[src/rtl/ooo_pkg.sv]
// Shared types for the out-of-order core back end: commit record, commit FSM
// states and exception cause codes.
package ooo_pkg;

  localparam int DATA_WIDTH    = 32;
  localparam int PC_WIDTH      = 32;
  localparam int ROB_TAG_WIDTH = 5;
  localparam int CAUSE_WIDTH   = 4;

  localparam logic [CAUSE_WIDTH-1:0] EXC_INSTR_MISALIGNED = 4'd0;
  localparam logic [CAUSE_WIDTH-1:0] EXC_INSTR_ACCESS     = 4'd1;
  localparam logic [CAUSE_WIDTH-1:0] EXC_ILLEGAL_INSTR    = 4'd2;
  localparam logic [CAUSE_WIDTH-1:0] EXC_BREAKPOINT       = 4'd3;
  localparam logic [CAUSE_WIDTH-1:0] EXC_LOAD_MISALIGNED  = 4'd4;
  localparam logic [CAUSE_WIDTH-1:0] EXC_LOAD_ACCESS      = 4'd5;
  localparam logic [CAUSE_WIDTH-1:0] EXC_STORE_MISALIGNED = 4'd6;
  localparam logic [CAUSE_WIDTH-1:0] EXC_STORE_ACCESS     = 4'd7;
  localparam logic [CAUSE_WIDTH-1:0] EXC_ECALL            = 4'd8;

  typedef enum logic [1:0] {
    ST_RUN   = 2'd0,
    ST_FLUSH = 2'd1,
    ST_DRAIN = 2'd2
  } commit_state_e;

  typedef struct packed {
    logic                     valid;
    logic [ROB_TAG_WIDTH-1:0] rob_tag;
    logic [PC_WIDTH-1:0]      pc;
    logic [4:0]               rd_addr;
    logic                     rd_write_en;
    logic [DATA_WIDTH-1:0]    result;
    logic                     exception;
    logic [CAUSE_WIDTH-1:0]   exc_cause;
    logic                     mispredict;
    logic [PC_WIDTH-1:0]      redirect_pc;
  } ooo_commit_t;

  // x0 is hard-wired zero, so a write to it is never architecturally visible.
  function automatic logic commit_writes_rf(input ooo_commit_t c);
    return c.rd_write_en && (c.rd_addr != 5'd0) && !c.exception;
  endfunction

endpackage

[src/rtl/commit_stage.sv]
// In-order retirement: architectural register writeback, instret counting and
// a one-cycle flush/redirect followed by a fixed ready-low drain window.
//
// state    | meaning
// ST_RUN   | accepting one commit per cycle
// ST_FLUSH | one cycle: flush, redirect and (for traps) exception record
// ST_DRAIN | DRAIN_CYCLES cycles of recovery, commits ignored
module commit_stage #(
  parameter int DATA_WIDTH   = ooo_pkg::DATA_WIDTH,
  parameter int PC_WIDTH     = ooo_pkg::PC_WIDTH,
  parameter int DRAIN_CYCLES = 2
) (
  input  logic                   clk_i,
  input  logic                   rst_ni,
  input  ooo_pkg::ooo_commit_t   commit_i,
  output logic                   commit_ready_o,
  input  logic [PC_WIDTH-1:0]    trap_vector_i,
  output logic                   rf_we_o,
  output logic [4:0]             rf_waddr_o,
  output logic [DATA_WIDTH-1:0]  rf_wdata_o,
  output logic                   flush_o,
  output logic                   redirect_valid_o,
  output logic [PC_WIDTH-1:0]    redirect_pc_o,
  output logic                   exc_valid_o,
  output logic [PC_WIDTH-1:0]    exc_pc_o,
  output logic [3:0]             exc_cause_o,
  output logic [63:0]            instret_o
);
  import ooo_pkg::*;

  localparam logic [3:0] DRAIN_CNT_INIT = 4'(DRAIN_CYCLES - 1);

  commit_state_e r_state, w_state_nxt;
  logic [3:0]    r_drain_cnt, w_drain_cnt_nxt;

  logic w_accept;
  logic w_go_flush;
  logic w_retire;
  logic w_unused;

  assign w_unused = ^commit_i.rob_tag;

  // Held low during reset even though the state register already reads RUN.
  assign commit_ready_o = rst_ni && (r_state == ST_RUN);
  assign w_accept       = commit_i.valid && commit_ready_o;
  assign w_go_flush     = w_accept && (commit_i.exception || commit_i.mispredict);
  assign w_retire       = w_accept && !commit_i.exception;

  always_ff @(posedge clk_i or negedge rst_ni) begin
    if (!rst_ni) begin
      r_state     <= ST_RUN;
      r_drain_cnt <= 4'd0;
    end else begin
      r_state     <= w_state_nxt;
      r_drain_cnt <= w_drain_cnt_nxt;
    end
  end

  always_comb begin
    w_state_nxt     = r_state;
    w_drain_cnt_nxt = r_drain_cnt;
    case (r_state)
      ST_RUN: begin
        if (w_go_flush) w_state_nxt = ST_FLUSH;
      end
      ST_FLUSH: begin
        w_state_nxt     = ST_DRAIN;
        w_drain_cnt_nxt = DRAIN_CNT_INIT;
      end
      ST_DRAIN: begin
        if (r_drain_cnt == 4'd0) w_state_nxt = ST_RUN;
        else                     w_drain_cnt_nxt = r_drain_cnt - 4'd1;
      end
      default: begin
        w_state_nxt     = ST_RUN;
        w_drain_cnt_nxt = 4'd0;
      end
    endcase
  end

  always_ff @(posedge clk_i or negedge rst_ni) begin
    if (!rst_ni) begin
      rf_we_o    <= 1'b0;
      rf_waddr_o <= 5'd0;
      rf_wdata_o <= '0;
      instret_o  <= 64'd0;
    end else begin
      rf_we_o <= w_accept && commit_writes_rf(commit_i);
      if (w_accept && commit_writes_rf(commit_i)) begin
        rf_waddr_o <= commit_i.rd_addr;
        rf_wdata_o <= commit_i.result;
      end
      if (w_retire) instret_o <= instret_o + 64'd1;
    end
  end

  // Pulses are registered at accept so they line up exactly with ST_FLUSH.
  always_ff @(posedge clk_i or negedge rst_ni) begin
    if (!rst_ni) begin
      flush_o          <= 1'b0;
      redirect_valid_o <= 1'b0;
      redirect_pc_o    <= '0;
      exc_valid_o      <= 1'b0;
      exc_pc_o         <= '0;
      exc_cause_o      <= 4'd0;
    end else begin
      flush_o          <= w_go_flush;
      redirect_valid_o <= w_go_flush;
      exc_valid_o      <= w_go_flush && commit_i.exception;
      if (w_go_flush) begin
        redirect_pc_o <= commit_i.exception ? trap_vector_i : commit_i.redirect_pc;
      end
      if (w_go_flush && commit_i.exception) begin
        exc_pc_o    <= commit_i.pc;
        exc_cause_o <= commit_i.exc_cause;
      end
    end
  end

endmodule

[config.mk]
export PLATFORM = sky130hd
export DESIGN_NAME = commit_stage
export DESIGN_NICKNAME = d
export VERILOG_FILES = /design/src/rtl/ooo_pkg.sv /design/src/rtl/commit_stage.sv
export SDC_FILE = /design/constraint.sdc
export NUM_CORES = 1
export LEC_CHECK = 0
export CAP_MARGIN = 20
export CORE_UTILIZATION = 39
export CTS_CLUSTER_SIZE = 16
export DETAILED_ROUTE_END_ITERATION = 6
export PLACE_DENSITY_LB_ADDON = 0.1
export REMOVE_ABC_BUFFERS = 1
export SETUP_SLACK_MARGIN = 0.5
export SLEW_MARGIN = 40
export SYNTH_ARGS = -nofsm -noshare
export SYNTH_HDL_FRONTEND = slang
export SYNTH_SLANG_ARGS = --single-unit
[constraint.sdc]
create_clock -name clk_i -period 2.28 [get_ports clk_i]
set_clock_uncertainty 0.1 [all_clocks]
set_input_delay 0.456 -clock clk_i [delete_from_list [all_inputs] [get_ports clk_i]]
set_output_delay 0.456 -clock clk_i [all_outputs]
set_load 0.01 [all_outputs]
==> results.sh, run 1 <==
export IMPL_rows=50
export IMPL_outcome="finished clean"
export IMPL_period_needed_ns=2.08
export IMPL_slew_viol_final=0
export IMPL_wl_mm=24.3
export IMPL_critPathLaunchType="flip-flop"
export IMPL_worstPathRequired_ns=2.54
export IMPL_overflow=0
export IMPL_drcViolationCount=0
export IMPL_p_clk_share_pct=26.0
export IMPL_finalHoldViolations=0
export IMPL_place_gp_congestion=0.827
export IMPL_syn_inst=638
export IMPL_fin_nets=1231
export IMPL_grt_pass1_vias=6663
export IMPL_cp_max_fo=5
export IMPL_grt_usage_pct=23.4
export IMPL_place_ws_ns=-0.253
export IMPL_grt_start_max_net_pins=74
export IMPL_start_util_pct=40.4
export IMPL_worst_slack_ns=0.200
export IMPL_seqPwrFrac_pct=39.7
export IMPL_syn_area_mm2=0.00768
export IMPL_avgSynthCellArea_um2=12.0
export IMPL_die_w_um=142
export IMPL_ys_ff_latch=178
export IMPL_drive_above_1_share_pct=30.2
export IMPL_ys_warn_count=0
export IMPL_synth_most_common_cell="dfrtp_1"
export IMPL_layout_core_utilization_pct=70.7
export IMPL_io_pins=322
export IMPL_fillers=1433
export IMPL_synth_cell_types=42
export IMPL_cts_tree="built"
export IMPL_hold_path_class="primary input to asynchronous set/reset pin"
export IMPL_slew_headroom_pct=54.0
export IMPL_synthTopCellsByCount="dfrtp_1 (178), mux2_2 (73), nand2_1 (62)"
export IMPL_leakagePower_nw=6.91
export IMPL_drt_iter0_drc=220
export IMPL_internal_power_w=0.00800
export IMPL_first_pass_iters=4
export IMPL_antenna_found_initial=3
export IMPL_setup_viol=0
export IMPL_io_buffer_count=316
export IMPL_finalCritPeriodShare_pct=91.2
export IMPL_path_class="flip-flop to flip-flop"
export IMPL_yosys_area_top_type="dfrtp_1"
export IMPL_synthTopCellsByArea="dfrtp_1 (58%), mux2_2 (11%), xor2_1 (4.3%)"
export IMPL_die_area_mm2=0.0203
export IMPL_critPathCaptureType="flip-flop"
export IMPL_ctsRootBufferMaster="clkbuf_16"
export IMPL_async_reset_ff_share_pct=100
export IMPL_cts_made_buffers=17
export IMPL_crit_arrival_ns=2.34
export IMPL_ant_nets=0
export IMPL_clock_sinks=178
export IMPL_tns_ns=0
export IMPL_cts_reportedPaths_clkPinSlew_ns=0.07
export IMPL_avgViaCountPerCell=4.92
export IMPL_p_switching_w=0.00363
export IMPL_peakVddDrop_uv=782
export IMPL_synth_seq_area_share_pct=58.0
export IMPL_p_comb_share_pct=34.3
export IMPL_h_tree_depth=4
export IMPL_fp_dieH_um=142
export IMPL_core_mm2=0.0190
export IMPL_synth_edf_count=0
export IMPL_fmax_mhz=481
export IMPL_dpl_hpwl_mm=15.5
export IMPL_swShare_pct=31.2
export IMPL_drv_cap=0
export IMPL_tightest_slew_ns=0.689
export IMPL_grt_pass1_wl_mm=35.9
export IMPL_power_density_mw_per_mm2=865
export IMPL_r2r_slack_ns=0.20
export IMPL_cts_buffer_depth=2
export IMPL_avgRoutedWirePerCell_um=18.0
export IMPL_vias=6640
export IMPL_yosysTopAreaCellShare_pct=58.0
export IMPL_rsz0062_at_grt="true"
export IMPL_area_delta_synth_final_pct=75.0
export IMPL_insertion_delay_ns=0.43
export IMPL_synth_ff_type="dfrtp_1"
==> power groups by stage <==
stage | clock network [W] | logic (W) | registers [W]
floorplan | 0 | 0.00114 | 0.00514
global placement | 0 | 0.00433 | 0.00466
detailed placement | 0 | 0.00434 | 0.00469
CTS | 0.00309 | 0.00388 | 0.00461
global route | 0.00322 | 0.00432 | 0.00474
finish | 0.00303 | 0.00399 | 0.00462
==> final timing paths <==
kind                            depth (start not counted)                end              start
worst min-delay path                                    2      instret_o[57]             rst_ni
min in group clk_i                                      2      rf_waddr_o[0]       commit_i[71]
max in group asynchronous                               3      instret_o[24]             rst_ni
worst min register to register                          2  redirect_pc_o[16]  redirect_pc_o[16]
worst max register to register                          6      instret_o[57]      instret_o[36]
worst max-delay path                                    6      instret_o[57]      instret_o[36]
==> per-stage QoR <==
step,total power (W),hold WS [ns],std cells,instance area (µm²)
final,0.0116,0.0146,1350,13400
after floorplan,0.00628,0.0604,615,7580
after CTS,0.0116,0.0194,1318,12800
after detailed placement,0.00904,0.365,1223,11400
after global routing,0.0123,0.0489,1349,13400
after global placement,0.00899,0.357,1223,11300
==> logic make-up after synthesis <==
kind of cell	count (synthesis)	synth area share, %
buf+inv	41	2.12
compound gates	46	3.18
mux	105	14.9
simple gates	198	13.5
fa+ha+maj	7	1.14
flops	178	58.0
xor+xnor	63	7.19
==> layer usage <==
layer / global-route usage, % / vias up / wire, µm
li1: - / 3128 / -
met1: 27.6 / 3221 / 9120
met2: 39.8 / 245 / 12600
met3: 8.88 / 40 / 2090
met4: 6.00 / 6 / 375
met5: 0 / - / 39
==> flip-flops by register name, indices dropped and copies added, names as in the netlist <==
signal and flops:
rf_waddr_o 5, r_drain_cnt 4, redirect_valid_o 1, instret_o 64
exc_cause_o 4, r_state 2, rf_we_o 1, rf_wdata_o 32
redirect_pc_o 32, exc_pc_o 32, exc_valid_o 1
==> area by class of cell <==
cell class / count / area [µm²] / share of cell area [%]
timing repair buffer: 442 / 4230 / 31.5
antenna: 1 / 2.50 / 0.0186
clock buffer: 18 / 439 / 3.27
inverter: 18 / 67.6 / 0.503
tap: 260 / 325 / 2.42
clock inverter: 14 / 176 / 1.31
multi-input combinational: 419 / 3730 / 27.7
sequential: 178 / 4470 / 33.3
==> repair_timing <==
item | 4_1_cts | 5_1_grt
hold buffers | 1 | 0
buffers inserted | 55 | 29
resized for setup | 298 | 72
endpoints found under the hold margin | 13 | 0
pin swaps | 27 | 40
setup endpoints to repair | 301 | 139
gates cloned | 7 | 2
==> worst max-delay path, stage by stage (launching register included) <==
cell and delay [ns]:
dfrtp_1 0.37, buf_4 0.13, nand3_2 0.15, nor3_1 0.38, nand3_1 0.38, nor4_4 0.32
xor2_1 0.17
==> cells in the final DEF (no fill, tap or decap), types with 17 or more instances in the layout <==
cell type	netlist	routed
nand2_1	62	61
xnor2_1	25	24
xor2_1	38	38
dfrtp_1	178	167
buf_4	1	89
mux2i_1	32	32
nand3_1	29	18
o21ai_0	40	39
buf_6	0	17
clkdlybuf4s50_1	0	136
mux2_2	73	71
dlygate4sd2_1	0	168
clkbuf_16	0	19
nand4_1	19	19
(Power assumes the default switching activity.)
==> inputs of run 2 (changes only) <==
SKIP_CTS_REPAIR_TIMING = 1   (was default)
==> results.sh, run 2 (same netlist as run 1, synthesis figures left out) <==
export IMPL_instances_no_fill=1295
export IMPL_grt_pass1_vias=6012
export IMPL_start_util_pct=40.4
export IMPL_total_power_w=0.0121
export IMPL_slew_headroom_pct=54.2
export IMPL_avgRoutedWirePerCell_um=17.2
export IMPL_ant_nets=0
export IMPL_area_delta_synth_final_pct=67.7
export IMPL_h_tree_depth=4
export IMPL_ctsRootBufferMaster="clkbuf_16"
export IMPL_path_class="primary input to flip-flop"
export IMPL_drt_iter0_drc=187
export IMPL_finalCritPeriodShare_pct=95.9
export IMPL_rows=50
export IMPL_cts_buffer_depth=2
export IMPL_io_buffer_count=316
export IMPL_insertion_delay_ns=0.43
export IMPL_place_gp_congestion=0.827
export IMPL_fillers=1485
export IMPL_cts_made_buffers=17
export IMPL_clock_sinks=178
export IMPL_outcome="finished clean"
export IMPL_dp_cells=1223
export IMPL_layout_commonest_cell="clkdlybuf4s50_1"
export IMPL_avgViaCountPerCell=4.84
export IMPL_crit_arrival_ns=2.40
export IMPL_critPathLaunchType="primary input"
export IMPL_tightest_slew_ns=0.687
export IMPL_rsz0062_at_grt="true"
export IMPL_vias=6272
export IMPL_cp_max_fo=11
export IMPL_power_density_mw_per_mm2=938
export IMPL_wl_mm=22.3
export IMPL_final_cell_mix="clkdlybuf4s50_1 (263), dfrtp_1 (161), mux2_2 (73)"
export IMPL_period_needed_ns=2.19
export IMPL_dpl_hpwl_mm=15.5
export IMPL_antenna_found_initial=2
export IMPL_grt_start_max_net_pins=74
export IMPL_critPathCaptureType="flip-flop"
export IMPL_fp_dieH_um=142
export IMPL_first_pass_iters=4
export IMPL_leakagePower_nw=6.62
export IMPL_die_w_um=142
export IMPL_overflow=0
export IMPL_drcViolationCount=0
export IMPL_fin_hold_ws_ns=0.0108
export IMPL_regMostFlops="instret_o"
export IMPL_drive_above_1_share_pct=24.2
export IMPL_drv_cap=0
export IMPL_cts_reportedPaths_clkPinSlew_ns=0.07
export IMPL_worst_slack_ns=0.0933
export IMPL_fin_nets=1176
export IMPL_hold_path_class="primary input to asynchronous set/reset pin"
export IMPL_core_mm2=0.0190
export IMPL_largest_reg_flops=64
export IMPL_cts_tree="built"
export IMPL_setup_viol=0
export IMPL_slew_viol_final=0
export IMPL_grt_usage_pct=21.1
export IMPL_fmax_mhz=457
export IMPL_die_area_mm2=0.0203
export IMPL_worstPathRequired_ns=2.49
export IMPL_finalHoldViolations=0
export IMPL_place_ws_ns=-0.253
export IMPL_grt_pass1_wl_mm=32.2
export IMPL_io_pins=322
export IMPL_peakVddDrop_uv=813
run 2: worst max-delay path, cell delays in order:
cell,delay (ns)
clkdlybuf4s50_1,0.42
or4_1,0.39
o211ai_1,0.43
buf_4,0.20
buf_6,0.15
mux2_2,0.35
run 2: per-layer routing:
layer	GRT usage [%]	vias up	wire, µm	share of wire [%]
met3	9.05	28	1880	8.4
met5	0	-	22	0.099
met2	34.2	212	11100	50
met4	6.45	4	389	1.7
met1	25.3	3023	8920	40
li1	-	3005	-	-
run 2: final timing paths:
check | startpoint | end | slack (ns) | cells past startpoint
hold reg to reg | redirect_pc_o[16] | redirect_pc_o[16] | 0.38 | 2
setup / recovery | commit_i[75] | rf_wdata_o[25] | 0.09 | 6
min in group clk_i | commit_i[74] | rf_waddr_o[3] | 0.20 | 2
max in group asynchronous | rst_ni | instret_o[18] | 1.16 | 3
setup reg to reg | r_state[0] | instret_o[40] | 0.13 | 7
hold / removal | rst_ni | instret_o[7] | 0.01 | 2
run 2: layout make-up:
class	instances	area [µm²]	share of cell area (%)
Clock inverter	14	176	1.37
Multi-Input combinational cell	419	3420	26.6
Tap cell	260	325	2.53
Timing Repair Buffer	387	3970	30.8
Inverter	18	67.6	0.525
Antenna cell	1	2.50	0.0194
Clock buffer	18	439	3.41
Sequential cell	178	4480	34.8
run 2: stage by stage:
| step | instance area, µm² | utilization, % | setup TNS (ns) |
|---|---|---|---|
| final | 12900 | 67.7 | 0 |
| after global routing | 12900 | 67.7 | -0.000728 |
| after floorplan | 7580 | - | -111.31 |
| after CTS | 12000 | 62.9 | -0.249 |
| after detailed placement | 11400 | 59.7 | -10.21 |
| after global placement | 11300 | 59.7 | -9.52 |
run 2: power by group:
| group | leakage (nW) | internal (W) | total, W | switching (W) |
|---|---|---|---|---|
| clock network | 0.295 | 0.00168 | 0.00301 | 0.00133 |
| registers | 2.23 | 0.00414 | 0.00465 | 0.000510 |
| logic | 4.09 | 0.00269 | 0.00442 | 0.00173 |
==> inputs of run 3 (changes only) <==
CAP_MARGIN = 0   (was 20)
==> results of run 3 <==
Final layout, timing and power as in run 2 (identical DEF).
